## src/rtl/cnn_result_wb_pkg.sv

```systemverilog
// cnn_result_wb_pkg -- shared constants and types for the CNN result write-back block.
//   CNN_DATA_WIDTH  : ICB data/address width
//   CNN_ITAG_WIDTH  : EAI instruction tag width
//   CNN_ELEM_NUM    : number of 16-bit conv results (5x5 output)
//   CNN_WORD_NUM    : 32-bit words needed to hold CNN_ELEM_NUM halfwords
//   CNN_OUTS_MAX    : maximum outstanding ICB write commands
package cnn_result_wb_pkg;

  localparam int unsigned CNN_DATA_WIDTH = 32;
  localparam int unsigned CNN_ITAG_WIDTH = 2;
  localparam int unsigned CNN_ELEM_NUM   = 25;
  localparam int unsigned CNN_WORD_NUM   = 13;
  localparam int unsigned CNN_OUTS_MAX   = 2;

  typedef enum logic [1:0] {
    ST_IDLE  = 2'd0,
    ST_WRITE = 2'd1,
    ST_RESP  = 2'd2
  } wb_state_e;

  // Two halfwords per word; an odd element count leaves a half-filled last word.
  function automatic int unsigned word_count(input int unsigned elems);
    return (elems + 1) / 2;
  endfunction

endpackage

```

## src/rtl/cnn_result_wb_if.sv

```systemverilog
// cnn_result_wb_if -- ICB command/response channel between the write-back block
// (master) and the memory port (slave). rdata is not carried: the block only writes.
//   cmd : valid/ready, addr, read, wdata, wmask[3:0]
//   rsp : valid/ready, err
interface cnn_result_wb_if
  import cnn_result_wb_pkg::*;
#(
  parameter int unsigned DATA_WIDTH = CNN_DATA_WIDTH
);
  logic                  eai_icb_cmd_valid;
  logic                  eai_icb_cmd_ready;
  logic [DATA_WIDTH-1:0] eai_icb_cmd_addr;
  logic                  eai_icb_cmd_read;
  logic [DATA_WIDTH-1:0] eai_icb_cmd_wdata;
  logic [3:0]            eai_icb_cmd_wmask;
  logic                  eai_icb_rsp_valid;
  logic                  eai_icb_rsp_ready;
  logic                  eai_icb_rsp_err;

  modport master (
    output eai_icb_cmd_valid, eai_icb_cmd_addr, eai_icb_cmd_read,
           eai_icb_cmd_wdata, eai_icb_cmd_wmask, eai_icb_rsp_ready,
    input  eai_icb_cmd_ready, eai_icb_rsp_valid, eai_icb_rsp_err
  );

  modport slave (
    input  eai_icb_cmd_valid, eai_icb_cmd_addr, eai_icb_cmd_read,
           eai_icb_cmd_wdata, eai_icb_cmd_wmask, eai_icb_rsp_ready,
    output eai_icb_cmd_ready, eai_icb_rsp_valid, eai_icb_rsp_err
  );
endinterface

```

## src/rtl/cnn_wb_pack.sv

```systemverilog
// cnn_wb_pack -- combinational word packer.
//   res_y_i : packed results, element n at [16n+15:16n]
//   k_i     : word index
//   wdata_o : {elem 2k+1, elem 2k}; upper half zero when elem 2k+1 does not exist
//   wmask_o : 4'b1111 for a full word, 4'b0011 for the trailing half word
module cnn_wb_pack
  import cnn_result_wb_pkg::*;
#(
  parameter int unsigned DATA_WIDTH = CNN_DATA_WIDTH,
  parameter int unsigned ELEM_NUM   = CNN_ELEM_NUM,
  parameter int unsigned CNT_W      = 4
) (
  input  logic [ELEM_NUM*16-1:0] res_y_i,
  input  logic [CNT_W-1:0]       k_i,
  output logic [DATA_WIDTH-1:0]  wdata_o,
  output logic [3:0]             wmask_o
);
  logic [15:0] lo;
  logic [15:0] hi;
  logic        hi_present;

  always_comb begin
    lo         = '0;
    hi         = '0;
    hi_present = 1'b0;
    for (int unsigned n = 0; n < ELEM_NUM; n++) begin
      if (n == 2 * 32'(k_i)) lo = res_y_i[n*16 +: 16];
      if (n == 2 * 32'(k_i) + 1) begin
        hi         = res_y_i[n*16 +: 16];
        hi_present = 1'b1;
      end
    end
    wdata_o = DATA_WIDTH'({hi, lo});
    wmask_o = hi_present ? 4'b1111 : 4'b0011;
  end
endmodule

```

## src/rtl/cnn_result_wb.sv

```systemverilog
// cnn_result_wb -- writes a captured CNN result vector to memory over ICB as a
// burst of word writes, then reports completion to the core over EAI.
//   clk, rst        : single clock, synchronous active-high reset
//   res_*           : result request (valid/ready, packed results, base address, tag)
//   icb             : ICB master channel (write commands, responses)
//   eai_rsp_*       : completion to core (valid/ready, wdat=base address, itag, err)
//   eai_mem_holdup  : high while the block owns the memory port (WRITE state)
module cnn_result_wb
  import cnn_result_wb_pkg::*;
#(
  parameter int unsigned DATA_WIDTH      = CNN_DATA_WIDTH,
  parameter int unsigned DISP_ITAG_WIDTH = CNN_ITAG_WIDTH,
  parameter int unsigned ELEM_NUM        = CNN_ELEM_NUM,
  parameter int unsigned OUTS_MAX        = CNN_OUTS_MAX
) (
  input  logic                       clk,
  input  logic                       rst,
  input  logic                       res_valid,
  output logic                       res_ready,
  input  logic [ELEM_NUM*16-1:0]     res_y,
  input  logic [DATA_WIDTH-1:0]      res_addr,
  input  logic [DISP_ITAG_WIDTH-1:0] res_itag,
  cnn_result_wb_if.master            icb,
  output logic                       eai_rsp_valid,
  input  logic                       eai_rsp_ready,
  output logic [DATA_WIDTH-1:0]      eai_rsp_wdat,
  output logic [DISP_ITAG_WIDTH-1:0] eai_rsp_itag,
  output logic                       eai_rsp_err,
  output logic                       eai_mem_holdup
);
  localparam int unsigned      WORDS    = word_count(ELEM_NUM);
  localparam int unsigned      CNT_W    = $clog2(WORDS + 1);
  localparam logic [CNT_W-1:0] LAST_CNT = CNT_W'(WORDS);
  localparam logic [CNT_W-1:0] OUTS_LIM = CNT_W'(OUTS_MAX);

  wb_state_e                  state_q, state_d;
  logic [ELEM_NUM*16-1:0]     y_q, y_d;
  logic [DATA_WIDTH-1:0]      addr_q, addr_d;
  logic [DISP_ITAG_WIDTH-1:0] itag_q, itag_d;
  logic                       err_q, err_d;
  logic [CNT_W-1:0]           cmd_cnt_q, cmd_cnt_d;
  logic [CNT_W-1:0]           rsp_cnt_q, rsp_cnt_d;
  logic                       cmd_valid;
  logic                       rsp_fire;

  // Command fields depend only on registered state, so they hold while stalled.
  cnn_wb_pack #(
    .DATA_WIDTH (DATA_WIDTH),
    .ELEM_NUM   (ELEM_NUM),
    .CNT_W      (CNT_W)
  ) u_pack (
    .res_y_i (y_q),
    .k_i     (cmd_cnt_q),
    .wdata_o (icb.eai_icb_cmd_wdata),
    .wmask_o (icb.eai_icb_cmd_wmask)
  );

  assign icb.eai_icb_cmd_valid = cmd_valid;
  assign icb.eai_icb_cmd_read  = 1'b0;
  assign icb.eai_icb_cmd_addr  = addr_q + (DATA_WIDTH'(cmd_cnt_q) << 2);
  assign icb.eai_icb_rsp_ready = ~rst;
  assign rsp_fire              = icb.eai_icb_rsp_valid & icb.eai_icb_rsp_ready;

  assign eai_rsp_wdat = (state_q == ST_RESP) ? addr_q : '0;
  assign eai_rsp_itag = (state_q == ST_RESP) ? itag_q : '0;
  assign eai_rsp_err  = (state_q == ST_RESP) ? err_q  : 1'b0;

  always_comb begin
    state_d        = state_q;
    y_d            = y_q;
    addr_d         = addr_q;
    itag_d         = itag_q;
    err_d          = err_q;
    cmd_cnt_d      = cmd_cnt_q;
    rsp_cnt_d      = rsp_cnt_q;
    res_ready      = 1'b0;
    cmd_valid      = 1'b0;
    eai_rsp_valid  = 1'b0;
    eai_mem_holdup = 1'b0;
    unique case (state_q)
      ST_IDLE: begin
        res_ready = 1'b1;
        if (res_valid) begin
          y_d    = res_y;
          addr_d = res_addr;
          itag_d = res_itag;
          // Misaligned base: skip the memory phase and report an error.
          if (res_addr[1:0] == 2'b00) begin
            state_d = ST_WRITE;
          end else begin
            state_d = ST_RESP;
            err_d   = 1'b1;
          end
        end
      end
      ST_WRITE: begin
        eai_mem_holdup = 1'b1;
        cmd_valid = (cmd_cnt_q < LAST_CNT) && ((cmd_cnt_q - rsp_cnt_q) < OUTS_LIM);
        if (cmd_valid && icb.eai_icb_cmd_ready) cmd_cnt_d = cmd_cnt_q + 1'b1;
        // Responses outside WRITE (stale after reset) are accepted and ignored.
        if (rsp_fire) begin
          rsp_cnt_d = rsp_cnt_q + 1'b1;
          if (icb.eai_icb_rsp_err) err_d = 1'b1;
          if (rsp_cnt_q == LAST_CNT - 1'b1) state_d = ST_RESP;
        end
      end
      ST_RESP: begin
        eai_rsp_valid = 1'b1;
        if (eai_rsp_ready) begin
          state_d   = ST_IDLE;
          err_d     = 1'b0;
          cmd_cnt_d = '0;
          rsp_cnt_d = '0;
        end
      end
      default: state_d = ST_IDLE;
    endcase
  end

  always_ff @(posedge clk) begin
    if (rst) begin
      state_q   <= ST_IDLE;
      y_q       <= '0;
      addr_q    <= '0;
      itag_q    <= '0;
      err_q     <= 1'b0;
      cmd_cnt_q <= '0;
      rsp_cnt_q <= '0;
    end else begin
      state_q   <= state_d;
      y_q       <= y_d;
      addr_q    <= addr_d;
      itag_q    <= itag_d;
      err_q     <= err_d;
      cmd_cnt_q <= cmd_cnt_d;
      rsp_cnt_q <= rsp_cnt_d;
    end
  end
endmodule

```

## src/flat_wrapper.sv

```systemverilog
// flat-port wrapper written by rule: the top's interface ports become plain ports
module cnn_result_wb_flat import cnn_result_wb_pkg::*;
#(
  parameter int unsigned DATA_WIDTH      = CNN_DATA_WIDTH,
  parameter int unsigned DISP_ITAG_WIDTH = CNN_ITAG_WIDTH,
  parameter int unsigned ELEM_NUM        = CNN_ELEM_NUM,
  parameter int unsigned OUTS_MAX        = CNN_OUTS_MAX
)
  (clk, rst, res_valid, res_ready, res_y, res_addr, res_itag, eai_rsp_valid, eai_rsp_ready, eai_rsp_wdat, eai_rsp_itag, eai_rsp_err, eai_mem_holdup, icb_eai_icb_cmd_valid, icb_eai_icb_cmd_addr, icb_eai_icb_cmd_read, icb_eai_icb_cmd_wdata, icb_eai_icb_cmd_wmask, icb_eai_icb_rsp_ready, icb_eai_icb_cmd_ready, icb_eai_icb_rsp_valid, icb_eai_icb_rsp_err);
  cnn_result_wb_if #(.DATA_WIDTH(DATA_WIDTH)) icb_i ();
  input  logic clk;
  input  logic rst;
  input  logic res_valid;
  output logic res_ready;
  input  logic [ELEM_NUM*16-1:0] res_y;
  input  logic [DATA_WIDTH-1:0] res_addr;
  input  logic [DISP_ITAG_WIDTH-1:0] res_itag;
  output logic eai_rsp_valid;
  input  logic eai_rsp_ready;
  output logic [DATA_WIDTH-1:0] eai_rsp_wdat;
  output logic [DISP_ITAG_WIDTH-1:0] eai_rsp_itag;
  output logic eai_rsp_err;
  output logic eai_mem_holdup;
  output wire logic [$bits(icb_i.eai_icb_cmd_valid)-1:0] icb_eai_icb_cmd_valid;
  output wire logic [$bits(icb_i.eai_icb_cmd_addr)-1:0] icb_eai_icb_cmd_addr;
  output wire logic [$bits(icb_i.eai_icb_cmd_read)-1:0] icb_eai_icb_cmd_read;
  output wire logic [$bits(icb_i.eai_icb_cmd_wdata)-1:0] icb_eai_icb_cmd_wdata;
  output wire logic [$bits(icb_i.eai_icb_cmd_wmask)-1:0] icb_eai_icb_cmd_wmask;
  output wire logic [$bits(icb_i.eai_icb_rsp_ready)-1:0] icb_eai_icb_rsp_ready;
  input wire logic [$bits(icb_i.eai_icb_cmd_ready)-1:0] icb_eai_icb_cmd_ready;
  input wire logic [$bits(icb_i.eai_icb_rsp_valid)-1:0] icb_eai_icb_rsp_valid;
  input wire logic [$bits(icb_i.eai_icb_rsp_err)-1:0] icb_eai_icb_rsp_err;
  assign icb_eai_icb_cmd_valid = icb_i.eai_icb_cmd_valid;
  assign icb_eai_icb_cmd_addr = icb_i.eai_icb_cmd_addr;
  assign icb_eai_icb_cmd_read = icb_i.eai_icb_cmd_read;
  assign icb_eai_icb_cmd_wdata = icb_i.eai_icb_cmd_wdata;
  assign icb_eai_icb_cmd_wmask = icb_i.eai_icb_cmd_wmask;
  assign icb_eai_icb_rsp_ready = icb_i.eai_icb_rsp_ready;
  assign icb_i.eai_icb_cmd_ready = icb_eai_icb_cmd_ready;
  assign icb_i.eai_icb_rsp_valid = icb_eai_icb_rsp_valid;
  assign icb_i.eai_icb_rsp_err = icb_eai_icb_rsp_err;
  cnn_result_wb #(.DATA_WIDTH(DATA_WIDTH), .DISP_ITAG_WIDTH(DISP_ITAG_WIDTH), .ELEM_NUM(ELEM_NUM), .OUTS_MAX(OUTS_MAX)) u_core (.clk(clk), .rst(rst), .res_valid(res_valid), .res_ready(res_ready), .res_y(res_y), .res_addr(res_addr), .res_itag(res_itag), .icb(icb_i), .eai_rsp_valid(eai_rsp_valid), .eai_rsp_ready(eai_rsp_ready), .eai_rsp_wdat(eai_rsp_wdat), .eai_rsp_itag(eai_rsp_itag), .eai_rsp_err(eai_rsp_err), .eai_mem_holdup(eai_mem_holdup));
endmodule
```

## config.mk

```make
export PLATFORM = sky130hd
export DESIGN_NAME = cnn_result_wb_flat
export DESIGN_NICKNAME = d
export VERILOG_FILES = /design/src/rtl/cnn_result_wb_pkg.sv /design/src/rtl/cnn_result_wb_if.sv /design/src/rtl/cnn_wb_pack.sv /design/src/rtl/cnn_result_wb.sv /design/src/flat_wrapper.sv
export SDC_FILE = /design/constraint.sdc
export NUM_CORES = 1
export LEC_CHECK = 0
export BUFFER_PORTS_ARGS = -buffer_cell sky130_fd_sc_hd__buf_2
export CORE_AREA = 2 2 212 214
export DETAILED_ROUTE_END_ITERATION = 10
export DIE_AREA = 0 0 214 216
export GPL_ROUTABILITY_DRIVEN = 0
export HOLD_SLACK_MARGIN = 0.08
export PLACE_DENSITY = 0.72
export SETUP_SLACK_MARGIN = 0.02
export SLEW_MARGIN = 20
export SYNTH_ARGS = -nofsm -noshare
export SYNTH_HDL_FRONTEND = slang
export SYNTH_HIERARCHICAL = 1
export SYNTH_SLANG_ARGS = --single-unit
```

## constraint.sdc

```tcl
create_clock -name clk -period 2.66 [get_ports clk]
set_input_delay 0.532 -clock clk [delete_from_list [all_inputs] [get_ports clk]]
set_output_delay 0.532 -clock clk [all_outputs]
set_load 0.05 [all_outputs]
```

==> qor.yml <==
yosys:
  synth.distinct_cells: 72
  ys_top_cells_by_count: "nand2_1, a21oi_1, dfxtp_1"
  synth_compound_area_share_pct: 18.1
  synth-seq-area-share_pct: 43.4
  ys_warn_count: 6
  synth_seq_cells: 445
  synthXorXnorAreaFrac_pct: 1.40
  postSynthCellCount: 2645
  synth-adder-area-share_pct: 0.804
  synth_edf_count: 0
  synthMostInstantiatedCell: "nand2_1"
  synth.cell_area_sq_mm: 0.0205
  yosys-top-cells-area: "dfxtp_1, nand2_1, a21oi_1"
  synth-simple-area-share_pct: 22.7
  synthMuxAreaShare_pct: 7.47
  post-synth-top-area-cell: "dfxtp_1"
  async_flop_share_pct: 0
  synth_top_family_by_area: "simple AND/OR/NAND/NOR gates"
  synth_top_flop_cell: "dfxtp_1"
  avgSynthCellArea_sq_um: 7.76
  yosysTopAreaCellShare_pct: 43.4
hold_path:
  hold_depth: 3
  hp-class: "input pin to flip-flop"
  min_to: "u_core/y_q[212]"
  hp-start: "res_y[212]"
setup_path:
  max_stage_delay_ns: 0.50
  cp.buffers_inverters: 3
  cp.required_ns: 2.13
  critPathMaxFanout: 7
  regToRegStartpoint: "u_core/cmd_cnt_q[0]"
  cp.arrival_ns: 2.78
  criticalPathCategory: "flip-flop to output pin"
  reg2reg_to: "u_core/cmd_cnt_q[1]"
  cp_cell_sequence: "buf_16, buf_12, mux4_2, o211ai_1, a32oi_2, buf_6"
  cp-end-kind: "output pin"
  ff2ff_setup_slack_ns: 0.06
  startpoint_type: "flip-flop"
  cp_slowest_cell: "mux4_2"
  path_delay_family: "compound AO/OA/AOI/OAI gates"
  worstRegToRegCells: 9
sta:
  post-route-period-util_pct: 124
  post-route-min-period_ns: 3.31
  finalSetupViolations: 59
  relSlewSlack_pct: 38.7
  final_hold_viol_count: 0
  rsz0062_at_grt: "yes"
  final.setup.tns_ns: -26.00
  worst_pin_slew_ns: 0.920
  layout_setup_ws_ns: -0.649
  fmaxAchievable_mhz: 302
  slew_violations: 0
  skew_ns: 0.0107
final_layout:
  drive_above_1_share_pct: 30.1
  stdcell_count: 3838
  area_growth_pct: 36.3
  fin_nets: 3634
power:
  power_frac_seq_pct: 43.0
  switching_share_pct: 27.8
  vdd_drop_max_uv: 492
  power_density_mw_per_mm2: 619
  clkPwrFrac_pct: 40.8
  finalPower_w: 0.0173
  switchingPower_w: 0.00482
  power_frac_comb_pct: 16.3
  internal_power_w: 0.0125
  total_leakage_power_nw: 11.4
cts:
  cts_num_sinks: 445
  cts-htree-levels: 2
  clock_latency_ns: 0.59
  cts-root-buf: "clkbuf_16"
  cts_max_path_buffers: 3
  cts_hold_repair.buffers: 0
  numCtsBuffers: 48
  path_clk_slew_ns: 0.06
  cts_tree: "done"
place:
  placedCellCount: 3678
  io_buffers: 546
  hpwl_um: 57700
  place_ws_ns: -0.181
run_status:
  violations: "negative setup slack"
  status: "complete, but fails checks"
floorplanning:
  ios: 550
  start_util_pct: 46.8
  fp.dieH_um: 216
  dieArea_sq_mm: 0.0462
  die_w_um: 214
  core_area_sq_mm: 0.0438
  rows: 77
detailed_routing:
  num_vias: 21500
  drc: 0
  first_pass_iters: 6
  wl_per_cell_um: 21.1
  postRouteAntennaNets: 0
  routed_wl_um: 80900
  via_per_inst: 5.61
  drt_iter0_markers: 2181
global_routing:
  grt_pass1_wl_um: 119000
  antenna_found_initial: 38
  grt_pass1_vias: 20700
  gr-total-overflow: 0
  grt_max_degree: 184
  grt_usage_pct: 33.1
run:
  cap_violations: 0
==> repair_timing <==
action	in CTS	in global routing
pin swaps	41	41
resized for setup	151	84
cloned	10	3
setup endpoints to repair	86	89
buffers inserted	19	19
==> worst register-to-register path: cells and delay by family, from the launching register on <==
kind                     cells  cell delay [ns]
flip-flops                   1             0.41
buffers and inverters        2             0.48
AND/OR/NAND/NOR              3             0.47
adder cells (fa/ha/maj)      1             0.38
multiplexers                 2             0.53
XOR/XNOR                     1             0.23
==> metal layers <==
layer | track usage (%) | wire [um]
met5 | 0 | 68
met4 | 13.8 | 3310
met3 | 6.20 | 6560
met2 | 52.0 | 36900
met1 | 44.7 | 34100
==> cell type report <==
cell class / count / area (sq um)
fillers: 3754 / 15900
multi-input cells: 1957 / 11200
flip-flops and latches: 445 / 8930
repair buffers: 708 / 5260
clock buffers: 69 / 1400
well taps: 592 / 741
clock inverters: 19 / 260
inverters: 21 / 81.3
diodes: 27 / 67.6
==> power groups by stage <==
stage	clock [W]	sequential (W)	combinational, W
2_1_floorplan	0	0.00745	0.00166
3_3_place_gp	0	0.00754	0.00258
3_5_place_dp	0	0.00756	0.00263
4_1_cts	0.00712	0.00742	0.00275
5_1_grt	0.00740	0.00748	0.00304
6_report	0.00706	0.00744	0.00282
==> state kept, by name, indices dropped and copies added, names as in the netlist <==
signal / flops
u_core/cmd_cnt_q: 4
u_core/err_q: 1
u_core/addr_q: 32
u_core/state_q: 2
u_core/itag_q: 2
u_core/y_q: 400
u_core/rsp_cnt_q: 4
==> metrics by stage <==
| stage | util (%) | hold slack [ns] | area, sq um |
|---|---|---|---|
| after floorplan | - | 0.431 | 20800 |
| after global placement | 56.3 | 0.439 | 24700 |
| after detailed placement | 56.3 | 0.445 | 24700 |
| after CTS | 62.4 | 0.154 | 27300 |
| after global routing | 63.8 | 0.174 | 28000 |
| final | 63.8 | 0.181 | 28000 |
==> logic make-up after synthesis <==
kind of cell | after synthesis
AOI/OAI and AO/OA | 664
xor gates and xnor gates | 32
adders and majority gates | 12
buffers and inverters | 244
DFF | 445
muxes | 114
other | 2
and+or+nand+nor | 1132
==> cell usage in the layout, fill, tap and decap left out, drive strengths merged, types with 20 or more instances in the layout <==
master / n
a21oi: 472
nor2: 82
nand2b: 20
and2: 36
nor2b: 21
xnor2: 22
diode: 27
nand2: 905
mux2i: 62
clkbuf: 72
dfxtp: 445
o22ai: 24
inv: 23
buf: 700
mux4: 29
mux2: 23
o21ai: 64
==> worst max path at each step <==
stage	from	endpoint	slack, ns	depth (start not counted)
6_report	u_core/cmd_cnt_q[0]	icb_eai_icb_cmd_wdata[12]	-0.65	6
5_1_grt	u_core/cmd_cnt_q[0]	icb_eai_icb_cmd_addr[14]	-0.66	8
4_1_cts	u_core/cmd_cnt_q[0]	icb_eai_icb_cmd_wdata[13]	-0.58	7
3_5_place_dp	u_core/cmd_cnt_q[0]	icb_eai_icb_cmd_wdata[13]	-0.18	9
3_3_place_gp	u_core/cmd_cnt_q[0]	icb_eai_icb_cmd_wdata[13]	-0.11	9
2_1_floorplan	u_core/cmd_cnt_q[0]	icb_eai_icb_cmd_addr[6]	0.007	5
Power figures use the tool's default switching activity.
